<file path="src/rtl/unsign_multiplier_seq_pkg.sv">
// Shared definitions for the sequential unsigned multiply-accumulate unit:
// the FSM state encoding and the bit-counter width helper.
`ifndef UNSIGN_MULTIPLIER_SEQ_PKG_SV
`define UNSIGN_MULTIPLIER_SEQ_PKG_SV

package unsign_multiplier_seq_pkg;

  // Two-bit state code. Code 3 is illegal and falls back to ST_IDLE.
  typedef enum logic [1:0] {
    ST_IDLE = 2'd0,
    ST_RUN  = 2'd1,
    ST_DONE = 2'd2
  } state_t;

  // Width of the multiplier-bit counter. It must index bits 0..w-1,
  // and it is never narrower than one bit.
  function automatic int cnt_width(input int w);
    return (w <= 2) ? 1 : $clog2(w);
  endfunction

endpackage

`endif

</file>
<file path="src/rtl/unsign_multiplier_seq_if.sv">
// Start/Busy/Done handshake bundle for the sequential multiply-accumulate unit.
// The master side issues requests and the slave side is the arithmetic unit.
`ifndef UNSIGN_MULTIPLIER_SEQ_IF_SV
`define UNSIGN_MULTIPLIER_SEQ_IF_SV

interface unsign_multiplier_seq_if #(
  parameter int INPUT_BIT_WIDTH = 8
);

  logic                           start;
  logic [INPUT_BIT_WIDTH-1:0]     multiplicand;
  logic [INPUT_BIT_WIDTH-1:0]     multiplier;
  logic [INPUT_BIT_WIDTH-1:0]     addend;
  logic                           busy;
  logic                           done;
  logic [2*INPUT_BIT_WIDTH-1:0]   product;
  logic                           overflow;

  modport master (
    output start, multiplicand, multiplier, addend,
    input  busy, done, product, overflow
  );

  modport slave (
    input  start, multiplicand, multiplier, addend,
    output busy, done, product, overflow
  );

endinterface

`endif

</file>
<file path="src/rtl/unsign_multiplier_seq.sv">
// Sequential unsigned multiply-accumulate: product = a * b + c.
// This is radix-2 shift-add, and one multiplier bit is consumed per clock.
// The latency is fixed: a request accepted on edge k raises done in the cycle
// after edge k+W. done lasts one cycle, and during it a new request can be
// accepted without a bubble.
`ifndef UNSIGN_MULTIPLIER_SEQ_SV
`define UNSIGN_MULTIPLIER_SEQ_SV

module unsign_multiplier_seq
  import unsign_multiplier_seq_pkg::*;
#(
  parameter int INPUT_BIT_WIDTH = 8
) (
  input  logic                    clk,
  input  logic                    rst_n,
  unsign_multiplier_seq_if.slave  bus
);

  localparam int W  = INPUT_BIT_WIDTH;
  localparam int CW = cnt_width(W);
  localparam logic [CW-1:0] LAST_CNT = CW'(W - 1);

  state_t          state_reg,    state_next;
  logic [W-1:0]    a_reg,        a_next;
  logic [W-1:0]    b_reg,        b_next;
  logic [2*W-1:0]  acc_reg,      acc_next;
  logic [CW-1:0]   cnt_reg,      cnt_next;
  logic            busy_reg,     busy_next;
  logic            done_reg,     done_next;
  logic [2*W-1:0]  product_reg,  product_next;
  logic            overflow_reg, overflow_next;

  // Shift-add step for the current counter position. The accumulator is 2W
  // bits wide. The largest result, (2^W-1)^2 + (2^W-1), stays below 2^2W,
  // so the sum can never wrap.
  logic [2*W-1:0]  partial;
  logic [2*W-1:0]  acc_sum;

  // The addend is zero-extended into the accumulator when a request is
  // accepted, so it is added exactly once.
  logic [2*W-1:0]  addend_ext;

  assign addend_ext = {{W{1'b0}}, bus.addend};
  assign partial    = b_reg[cnt_reg] ? ({{W{1'b0}}, a_reg} << cnt_reg) : '0;
  assign acc_sum    = acc_reg + partial;

  // State register plus datapath registers. An asynchronous reset aborts any
  // computation in flight and clears the published result.
  always_ff @(posedge clk or negedge rst_n) begin
    if (!rst_n) begin
      state_reg    <= ST_IDLE;
      a_reg        <= '0;
      b_reg        <= '0;
      acc_reg      <= '0;
      cnt_reg      <= '0;
      busy_reg     <= 1'b0;
      done_reg     <= 1'b0;
      product_reg  <= '0;
      overflow_reg <= 1'b0;
    end else begin
      state_reg    <= state_next;
      a_reg        <= a_next;
      b_reg        <= b_next;
      acc_reg      <= acc_next;
      cnt_reg      <= cnt_next;
      busy_reg     <= busy_next;
      done_reg     <= done_next;
      product_reg  <= product_next;
      overflow_reg <= overflow_next;
    end
  end

  // Next-state and datapath control. Registers hold by default. busy and
  // done are recomputed every cycle. product and overflow change only on
  // the final RUN step.
  always_comb begin
    state_next    = state_reg;
    a_next        = a_reg;
    b_next        = b_reg;
    acc_next      = acc_reg;
    cnt_next      = cnt_reg;
    busy_next     = 1'b0;
    done_next     = 1'b0;
    product_next  = product_reg;
    overflow_next = overflow_reg;

    case (state_reg)
      ST_IDLE, ST_DONE: begin
        // Accept a new request. From DONE this gives back-to-back
        // operation. Without a request, DONE falls back to IDLE.
        if (bus.start) begin
          a_next     = bus.multiplicand;
          b_next     = bus.multiplier;
          acc_next   = addend_ext;
          cnt_next   = '0;
          busy_next  = 1'b1;
          state_next = ST_RUN;
        end else begin
          state_next = ST_IDLE;
        end
      end

      ST_RUN: begin
        // One multiplier bit per clock. start and operand changes are
        // ignored here, because the operands were latched on acceptance.
        acc_next  = acc_sum;
        cnt_next  = cnt_reg + CW'(1);
        busy_next = 1'b1;
        if (cnt_reg == LAST_CNT) begin
          product_next  = acc_sum;
          overflow_next = |acc_sum[2*W-1:W];
          done_next     = 1'b1;
          busy_next     = 1'b0;
          state_next    = ST_DONE;
        end
      end

      default: begin
        state_next = ST_IDLE;
      end
    endcase
  end

  assign bus.busy     = busy_reg;
  assign bus.done     = done_reg;
  assign bus.product  = product_reg;
  assign bus.overflow = overflow_reg;

endmodule

`endif

</file>
<file path="src/flat_wrapper.sv">
// flat-port wrapper written by rule: the top's interface ports become plain ports
module unsign_multiplier_seq_flat import unsign_multiplier_seq_pkg::*;
#(
  parameter int INPUT_BIT_WIDTH = 8
)
  (clk, rst_n, bus_start, bus_multiplicand, bus_multiplier, bus_addend, bus_busy, bus_done, bus_product, bus_overflow);
  unsign_multiplier_seq_if #(.INPUT_BIT_WIDTH(INPUT_BIT_WIDTH)) bus_i ();
  input  logic clk;
  input  logic rst_n;
  input wire logic [$bits(bus_i.start)-1:0] bus_start;
  input wire logic [$bits(bus_i.multiplicand)-1:0] bus_multiplicand;
  input wire logic [$bits(bus_i.multiplier)-1:0] bus_multiplier;
  input wire logic [$bits(bus_i.addend)-1:0] bus_addend;
  output wire logic [$bits(bus_i.busy)-1:0] bus_busy;
  output wire logic [$bits(bus_i.done)-1:0] bus_done;
  output wire logic [$bits(bus_i.product)-1:0] bus_product;
  output wire logic [$bits(bus_i.overflow)-1:0] bus_overflow;
  assign bus_i.start = bus_start;
  assign bus_i.multiplicand = bus_multiplicand;
  assign bus_i.multiplier = bus_multiplier;
  assign bus_i.addend = bus_addend;
  assign bus_busy = bus_i.busy;
  assign bus_done = bus_i.done;
  assign bus_product = bus_i.product;
  assign bus_overflow = bus_i.overflow;
  unsign_multiplier_seq #(.INPUT_BIT_WIDTH(INPUT_BIT_WIDTH)) u_core (.clk(clk), .rst_n(rst_n), .bus(bus_i));
endmodule
</file>
<file path="config.mk">
export PLATFORM = sky130hd
export DESIGN_NAME = unsign_multiplier_seq_flat
export DESIGN_NICKNAME = d
export VERILOG_FILES = /design/src/rtl/unsign_multiplier_seq_pkg.sv /design/src/rtl/unsign_multiplier_seq_if.sv /design/src/rtl/unsign_multiplier_seq.sv /design/src/flat_wrapper.sv
export SDC_FILE = /design/constraint.sdc
export NUM_CORES = 1
export LEC_CHECK = 0
export ABC_CLOCK_PERIOD_IN_PS = 10200
export CORE_UTILIZATION = 60
export CTS_CLUSTER_SIZE = 30
export DETAILED_ROUTE_END_ITERATION = 8
export HOLD_SLACK_MARGIN = 0.08
export PLACE_DENSITY = 0.86
export SKIP_LAST_GASP = 1
export SYNTH_ARGS = -nofsm -noshare
export SYNTH_HDL_FRONTEND = slang
export SYNTH_SLANG_ARGS = --single-unit
</file>
<file path="constraint.sdc">
create_clock -name clk -period 10.2 [get_ports clk]
set_input_delay 3.06 -clock clk [delete_from_list [all_inputs] [get_ports clk]]
set_output_delay 3.06 -clock clk [all_outputs]
set_load 0.03 [all_outputs]
</file>
==> flow_summary.json <==
{
  "status": "finished clean",
  "skew_ns": 0.009131,
  "cts_setup_buffers": 0,
  "crit_required_ns": 7.14,
  "wl_per_cell_um": 15.58,
  "htreeDepth": 2,
  "use_met2_pct": 48.41,
  "core-area_mm2": 0.005507,
  "drive_gt1_share_pct": 8.392,
  "vias": 2946,
  "cts_tree": "built",
  "cp-start-kind": "flip-flop",
  "initial_core_util_pct": 62.10,
  "worst_pin_slew_ns": 0.9517,
  "synth.most_common_cell": "nand2_1",
  "tns_ns": 0,
  "relSlewSlack_pct": 36.55,
  "synthFlopType": "dfrtp_1",
  "synth_edf_count": 0,
  "final_cells": 501,
  "synth_top_area_cell": "dfrtp_1",
  "wl_mm": 7.804,
  "hold_buffers": 0,
  "dpl_worst_slack_ns": 5.549,
  "hold_class": "reg2reg",
  "synth.top_cells.by_area": "dfrtp_1 41%, nand2_1 11%, ha_1 6.2%",
  "dpl_cell_area_mm2": 0.003876,
  "reg2reg_slack_ns": 6.31,
  "yosysSeqAreaShare_pct": 40.98,
  "grt_pass1_wl_mm": 13.30,
  "cp.arrival_ns": 1.36,
  "first_pass_iters": 4,
  "r2r_start": "u_core.cnt_reg[0]",
  "async_flop_share_pct": 100.0,
  "track_usage_pct": 28.18,
  "die_w_um": 77.50,
  "avgSynthCellArea_um2": 8.657,
  "worstHoldStart": "u_core.bus.product[9]",
  "grtUsageMet1_pct": 37.30,
  "antenna_found_initial": 0,
  "nets": 473,
  "ys_types": 59,
  "drc_errors": 0,
  "ctsResizeCount": 0,
  "finalSetupViolCount": 0,
  "period_needed_ns": 4.415,
  "cp-startpoint": "u_core.bus.product[2]",
  "area_growth_pct": 16.50,
  "p_leak_uw": 0.001847,
  "slowest_delay_ns": 0.68,
  "grt_max_degree": 57,
  "dieArea_mm2": 0.006005,
  "synthTopCellsByCount": "104 x nand2_1, 56 x dfrtp_1, 40 x nor2_1",
  "clk_path_buf_depth": 2,
  "power_density_mw_per_mm2": 372.0,
  "ys_ff_latch": 56,
  "stdcell_area_mm2": 0.003984,
  "irDropWorstVdd_mv": 0.2586,
  "crit_family": "buffers and inverters",
  "dpl.cell_count": 493,
  "final_core_util_pct": 72.35,
  "ios": 46,
  "crit_path_cell_trace": "clkdlybuf4s50_1",
  "rsz0062_at_grt": "false",
  "gp_congestion": 0.9057,
  "path_buf_inv": 1,
  "cap_violations": 0,
  "first_iter_violations": 213,
  "synthDominantCellAreaShare_pct": 40.98,
  "syn_nets": 440,
  "fmax_ghz": 0.2265,
  "slew_viol_final": 0,
  "worstSkewPairLatency_ns": 0.31,
  "slowest_stage": "clkdlybuf4s50_1",
  "synthCells": 395,
  "grt_pass1_vias": 2815,
  "hold_violations": 0,
  "detail-route-antenna-nets": 0,
  "use_met3_pct": 4.000,
  "num_antenna_cells": 0,
  "finalCritPeriodShare_pct": 43.29,
  "nFillCells": 434,
  "synth_area_mm2": 0.003420,
  "layout_setup_ws_ns": 5.785,
  "gr-total-overflow": 0,
  "dp_hpwl_mm": 5.711,
  "numCtsBuffers": 5,
  "root_buffer": "clkbuf_8",
  "grt-busiest-layer": "met2",
  "ys_warn_count": 0,
  "rows": 27,
  "viasPerCell": 5.880,
  "clkTransAtPathRegs_ns": 0.10,
  "dieHeight_um": 77.50,
  "cts_sinks": 56,
  "cp_max_fo": 2,
  "crit_type": "reg2out",
  "worstSetupEndpointType": "primary output",
  "io_buffers": 45
}
final timing paths:
| check | endpoint | cells past startpoint |
|---|---|---|
| worst max-delay path | bus_product[2] | 1 |
| worst min-delay path | u_core.bus.product[9] | 2 |
| worst max register to register | u_core.bus.overflow | 12 |
| worst min register to register | u_core.bus.product[9] | 2 |
| max in group asynchronous | u_core.cnt_reg[1] | 2 |
| min in group asynchronous | u_core.bus.product[1] | 2 |
layout make-up:
class                   instances  area [µm²]  area share (%)
multi-input cells             310        1894           47.55
flip-flops and latches         56        1401           35.18
repair buffers                 47       460.4           11.56
well taps                      72       90.09           2.261
clock buffers                   6       72.57           1.822
clock inverters                 2       35.03          0.8794
inverters                       8       30.03          0.7538
per-layer routing:
layer  part of all wire [%]  up-vias  wire [µm]
li1                       -     1427          -
met1                     45     1432       3502
met2                     50       79       3922
met3                    3.7        8        286
met4                    1.2        0         93
met5                      0        -          0
per-stage QoR:
stage                     hold slack [ns]  power [µW]
final                              0.4809        1482
after global routing               0.5309        1594
after CTS                          0.4847        1473
after detailed placement           0.4616        1326
after global placement             0.4561        1292
after floorplan                    0.4403        1102
where the power goes:
part           switching [µW]  internal [µW]
Combinational             558            369
Sequential               87.6            325
Clock                    69.6           73.0
Total                     715            767
cell usage in the layout, fill, tap and decap left out, drive strengths merged, types with 4 or more instances in the layout:
master,Yosys,routed
nand2,104,104
dfrtp,56,56
clkdlybuf4s50,0,44
nor2,40,40
o21ai,25,25
a21oi,21,21
ha,17,17
nor3,9,9
inv,8,8
nand3,6,6
mux2i,6,6
xor2,6,6
and3,6,6
a31oi,6,6
clkbuf,16,6
a211oi,6,6
nor2b,5,5
xnor2,5,5
mux2,4,4
nand2b,4,4
a22o,4,4
kinds of logic after synthesis:
group           after synthesis  share of synthesized area (%)
compound gates               82                          17.49
xor+xnor                     11                          2.817
fa+ha+maj                    18                          6.806
buf+inv                      29                          3.622
flops                        56                          40.98
mux                          12                          4.391
simple gates                187                          23.89
tightest hold or removal path: stages, from the launching register on:
cell and delay, ns:
dfrtp_1 0.35, nand2_1 0.05, nand2_1 0.05
No activity file was read; power rests on OpenSTA's default activity.
